--- src/rtl/mode_ctrl_pkg.sv ---
// mode_ctrl_pkg: shared helpers for mode_controller (one-hot checks, index decode, counter width floor)
package mode_ctrl_pkg;
   localparam int MIN_CNT_W = 1;
   localparam int MAX_MODES = 32;
   function automatic logic is_onehot(input logic [MAX_MODES-1:0] v);
      return (v != '0) && ((v & (v - MAX_MODES'(1))) == '0);
   endfunction
   function automatic int onehot_to_idx(input logic [MAX_MODES-1:0] v);
      int idx;
      idx = 0;
      for (int i = 0; i < MAX_MODES; i++) if (v[i]) idx = i;
      return idx;
   endfunction
endpackage

--- src/rtl/edge_rise.sv ---
// edge_rise: rising-edge detector against a registered copy of the input
// ports: clk, rst (sync, active-high), d (level in), rise (d & ~previous d)
module edge_rise import mode_ctrl_pkg::*; (
   input  logic clk,
   input  logic rst,
   input  logic d,
   output logic rise
);
   logic prev;
   always_ff @(posedge clk) prev <= rst ? 1'b0 : d;
   assign rise = d & ~prev;
endmodule

--- src/rtl/mode_controller.sv ---
// mode_controller: one-hot mode selector with step/back, hold-off, lock and button pulses
// ports: clk_i, rst_i (sync, active-high); sel_i direct select; adv_i/back_i step edges;
//        lock_i freezes mode; clr_btn_i/set_btn_i -> rst_o/set_o pulses;
//        state_o one-hot mode, mode_o binary mode, changed_o mode-change strobe
module mode_controller import mode_ctrl_pkg::*; #(
   parameter int N_MODES    = 3,
   parameter int RESET_MODE = 0,
   parameter int HOLDOFF    = 8
) (
   input  logic                       clk_i,
   input  logic                       rst_i,
   input  logic [N_MODES-1:0]         sel_i,
   input  logic                       adv_i,
   input  logic                       back_i,
   input  logic                       lock_i,
   input  logic                       clr_btn_i,
   input  logic                       set_btn_i,
   output logic                       rst_o,
   output logic                       set_o,
   output logic [N_MODES-1:0]         state_o,
   output logic [$clog2(N_MODES)-1:0] mode_o,
   output logic                       changed_o
);
   localparam int MW = $clog2(N_MODES);
   localparam int CW = ($clog2(HOLDOFF + 1) > MIN_CNT_W) ? $clog2(HOLDOFF + 1) : MIN_CNT_W;
   localparam logic [MW-1:0] LAST = MW'(N_MODES - 1);
   logic adv_rise, back_rise, clr_rise, set_rise;
   logic do_adv, do_back, step_ok;
   logic [MW-1:0] mode_q, mode_d;
   logic [CW-1:0] cnt_q, cnt_d;
   logic [MAX_MODES-1:0] sel_ext;
   edge_rise u_adv (.clk(clk_i), .rst(rst_i), .d(adv_i),     .rise(adv_rise));
   edge_rise u_back(.clk(clk_i), .rst(rst_i), .d(back_i),    .rise(back_rise));
   edge_rise u_clr (.clk(clk_i), .rst(rst_i), .d(clr_btn_i), .rise(clr_rise));
   edge_rise u_set (.clk(clk_i), .rst(rst_i), .d(set_btn_i), .rise(set_rise));
   assign mode_o = mode_q;
   // simultaneous adv/back rises cancel; lock drops any step but the hold-off keeps draining
   always_comb begin
      sel_ext = MAX_MODES'(sel_i);
      do_adv  = adv_rise & ~back_rise;
      do_back = back_rise & ~adv_rise;
      step_ok = (cnt_q == '0) & ~lock_i & (do_adv | do_back);
      cnt_d   = step_ok ? CW'(HOLDOFF) : (cnt_q != '0) ? cnt_q - CW'(1) : cnt_q;
      mode_d  = lock_i ? mode_q
              : step_ok ? (do_adv ? ((mode_q == LAST) ? '0 : mode_q + MW'(1))
                                  : ((mode_q == '0) ? LAST : mode_q - MW'(1)))
              : is_onehot(sel_ext) ? MW'(onehot_to_idx(sel_ext))
              : mode_q;
   end
   always_ff @(posedge clk_i) begin
      if (rst_i) begin
         mode_q    <= MW'(RESET_MODE);
         state_o   <= N_MODES'(1) << RESET_MODE;
         cnt_q     <= '0;
         changed_o <= 1'b0;
         rst_o     <= 1'b0;
         set_o     <= 1'b0;
      end else begin
         mode_q    <= mode_d;
         state_o   <= N_MODES'(1) << mode_d;
         cnt_q     <= cnt_d;
         changed_o <= mode_d != mode_q;
         rst_o     <= clr_rise;
         set_o     <= set_rise;
      end
   end
endmodule

--- config.mk ---
export PLATFORM = sky130hd
export DESIGN_NAME = mode_controller
export DESIGN_NICKNAME = d
export VERILOG_FILES = /design/src/rtl/mode_ctrl_pkg.sv /design/src/rtl/edge_rise.sv /design/src/rtl/mode_controller.sv
export SDC_FILE = /design/constraint.sdc
export NUM_CORES = 1
export LEC_CHECK = 0
export ABC_AREA = 1
export BUFFER_PORTS_ARGS = -buffer_cell sky130_fd_sc_hd__buf_4
export CAP_MARGIN = 5
export CORE_ASPECT_RATIO = 0.6
export CORE_MARGIN = 4
export CORE_UTILIZATION = 30
export DETAILED_ROUTE_END_ITERATION = 8
export SETUP_SLACK_MARGIN = 0.05
export SYNTH_ARGS = -nofsm -noshare
export SYNTH_HDL_FRONTEND = slang
export SYNTH_HIERARCHICAL = 1
export SYNTH_SLANG_ARGS = --single-unit
--- constraint.sdc ---
create_clock -name clk_i -period 3.4 [get_ports clk_i]
set_clock_uncertainty 0.05 [all_clocks]
set_input_delay 0 -clock clk_i [delete_from_list [all_inputs] [get_ports clk_i]]
set_output_delay 0 -clock clk_i [all_outputs]
set_load 0.005 [all_outputs]
==> impl_metrics.json <==
{
  "pre_cts_ws_ns": 1.63,
  "antenna_found_initial": 0,
  "fmax_ghz": 0.545,
  "viasPerCell": 4.45,
  "worstPathRequired_ns": 3.49,
  "combPwrFrac_pct": 37.2,
  "max_cap_viol_count": 0,
  "clk_latency_ns": 0.25,
  "cts.reportedPaths.clkPinSlew_ns": 0.06,
  "crit_fanout": 4,
  "synth_mux_area_share_pct": 0,
  "fin_crit_ns": 1.83,
  "final.period_utilization_pct": 54.0,
  "layout-drive-gt1-share_pct": 25.9,
  "grt_max_degree": 13,
  "critical-path-slowest-cell": "dlygate4sd3_1",
  "worstMarginPinSlew_ns": 0.219,
  "syn_avg_cell_area_um2": 7.39,
  "slew_headroom_pct": 85.2,
  "outcome": "finished clean",
  "die_w_um": 75.2,
  "cts.path.max_buffers": 2,
  "holdWs_ns": 0.113,
  "synth-simple-area-share_pct": 33.7,
  "wl_per_cell_um": 10.5,
  "setup_violations": 0,
  "finalNonFillerCells": 171,
  "yosysSeqAreaShare_pct": 39.4,
  "rows": 14,
  "yosys_register_bits": 16,
  "wl_met1_um": 759,
  "p_sw_w": 0.000226,
  "via_count": 761,
  "cts_buffers": 3,
  "crit_buf_inv": 5,
  "ios": 18,
  "yosys.area_share.adder_pct": 9.23,
  "critical_path_class": "primary input to flop",
  "port_buffers": 17,
  "worstSetupEndpointType": "flop",
  "yosysWarnings": 6,
  "grt_pass1_vias": 771,
  "htree_levels": 1,
  "cp_top_family": "buffers and inverters",
  "setup_tns_ns": 0,
  "mostFrequentLayoutCells": "inv_1, nor2_1, buf_4",
  "rsz0062_at_grt": "false",
  "coreArea_um2": 2540,
  "crit_path_cell_trace": "dlygate4sd3_1, buf_4, inv_1, nor2_1, ha_1, inv_1, nand4_2, nand3_1, nand2_2, o21ai_2, inv_2, nor2_4, nor2_2",
  "path_common_cell": "inv_1",
  "power.leakage_nw": 0.574,
  "synth_top_cell_by_area": "dfxtp_1",
  "grt_pass1_wl_um": 3150,
  "drt-initial-drc-count": 36,
  "antenna_cells_inserted": 0,
  "grt_usage_pct": 11.1,
  "ant_nets": 0,
  "synth_compound_area_share_pct": 5.38,
  "wl_met3_um": 91,
  "cp_num_cells": 13,
  "dp_cells": 158,
  "drcViolationCount": 0,
  "firstDrtPassIters": 4,
  "slew_viol_final": 0,
  "critPathMaxStageDelay_ns": 0.54,
  "wl_met2_um": 945,
  "layout.nets": 156,
  "start_kind": "primary input",
  "cts_root_buffer": "clkbuf_8",
  "internal-power_w": 0.000434,
  "fin_ws_ns": 1.57,
  "synthXorXnorAreaFrac_pct": 1.08,
  "die_h_um": 48.3,
  "cts_tree": "done",
  "die-area_um2": 3640,
  "start_util_pct": 32.0,
  "yosys-top-cells-area": "dfxtp_1, ha_1, inv_1, nor2_1, nand2_1",
  "wirelength_um": 1800,
  "post_synth_instance_area_um2": 813,
  "multi_input_area_um2": 402,
  "synth_top_family_by_area": "simple AND/OR/NAND/NOR gates",
  "holdCritPathClass": "primary input to flop",
  "seqPwrFrac_pct": 37.6,
  "seq_area_um2": 320,
  "p_clk_share_pct": 25.3,
  "synth_cell_types": 22,
  "top_layer_used": "met3",
  "mostFrequentLayoutCell": "inv_1",
  "syn_to_final_growth_pct": 37.8,
  "ir_worst_vdd_uv": 210,
  "utilization_pct": 44.1,
  "overflow": 0,
  "power.density_nw_per_um2": 589,
  "final-hold-violation-count": 0,
  "whs_path_depth": 5,
  "syn_inst": 110,
  "post-dp-hpwl_um": 1320,
  "n_fill_cell": 252,
  "gp_congestion": 0.830,
  "crit_arrival_ns": 1.93,
  "worst_r2r_path_depth": 10,
  "yosysTopAreaCellShare_pct": 39.4,
  "synth.net_count": 126,
  "p_sw_share_pct": 34.2,
  "post-cts-setup-buffers": 0,
  "clock_sinks": 16
}
cells by family after synthesis:
logic type | count (synthesis)
simple gates | 56
buf+inv | 24
flops | 16
compound gates | 7
fa+ha+maj | 6
xor+xnor | 1
per-layer routing:
layer	vias up	global-route usage, %
li1	393	-
met1	352	12.6
met2	16	19.4
met3	0	4.96
met4	0	1.45
met5	-	0
sequential cells by signal (all words and copies together), names as in the netlist:
| register | cells |
|---|---|
| changed_o | 1 |
| state_o | 3 |
| u_adv/prev | 1 |
| cnt_q | 4 |
| mode_o | 2 |
| u_set/prev | 1 |
| u_clr/prev | 1 |
| set_o | 1 |
| rst_o | 1 |
| u_back/prev | 1 |
timing repair:
action | CTS | global route
endpoints found under the hold margin | 11 | 0
hold buffers | 9 | 0
gates resized for setup | 0 | 0
cells in the mapped netlist:
| library cell | instances |
|---|---|
| or3_1 | 1 |
| nor3_2 | 1 |
| nor2_2 | 1 |
| a31oi_1 | 1 |
| nand2_2 | 4 |
| a21oi_1 | 2 |
| nand4_1 | 1 |
| o21ai_2 | 2 |
| nand3_1 | 10 |
| nand4_2 | 1 |
| nor3_1 | 1 |
| buf_2 | 1 |
| nor2_4 | 2 |
| nor2_1 | 18 |
| or2_2 | 1 |
| inv_2 | 3 |
| ha_1 | 6 |
| xnor2_1 | 1 |
| nand2_1 | 15 |
| inv_1 | 20 |
| dfxtp_1 | 16 |
| o21ai_0 | 2 |
power groups by stage:
stage | combinational, W | clock [W] | sequential, W
after floorplan | 0.000173 | 0 | 0.000249
after global placement | 0.000231 | 0 | 0.000250
after detailed placement | 0.000237 | 0 | 0.000252
after CTS | 0.000249 | 0.000171 | 0.000248
after global routing | 0.000284 | 0.000179 | 0.000251
final | 0.000245 | 0.000167 | 0.000248
per-stage QoR:
stage / total power [W] / area, µm²
6_report: 0.000660 / 1120
5_1_grt: 0.000714 / 1120
4_1_cts: 0.000668 / 1120
3_5_place_dp: 0.000490 / 976
3_3_place_gp: 0.000481 / 976
2_1_floorplan: 0.000422 / 813
cell type report:
type / instances / area share (%)
clock buffers: 4 / 4.91
inverters: 23 / 7.70
multi-input cells: 70 / 35.8
flip-flops and latches: 16 / 28.6
well taps: 32 / 3.57
repair buffers: 26 / 19.4
final timing paths:
path | start | to | slack, ns
min | lock_i | state_o[1] | 0.11
min reg2reg | u_set/prev | set_o | 0.40
max | adv_i | state_o[0] | 1.57
max reg2reg | mode_o[0] | state_o[0] | 1.58
worst reg2reg max path, stage by stage, from the launching register on:
cell and delay [ns]:
dfxtp_1 0.43, inv_1 0.15, ha_1 0.31, o21ai_0 0.22, nor2_1 0.08, nor2_1 0.12
nand2_2 0.08, o21ai_2 0.08, inv_2 0.08, nor2_4 0.09, nor2_2 0.04
Power figures use the tool's default switching activity.
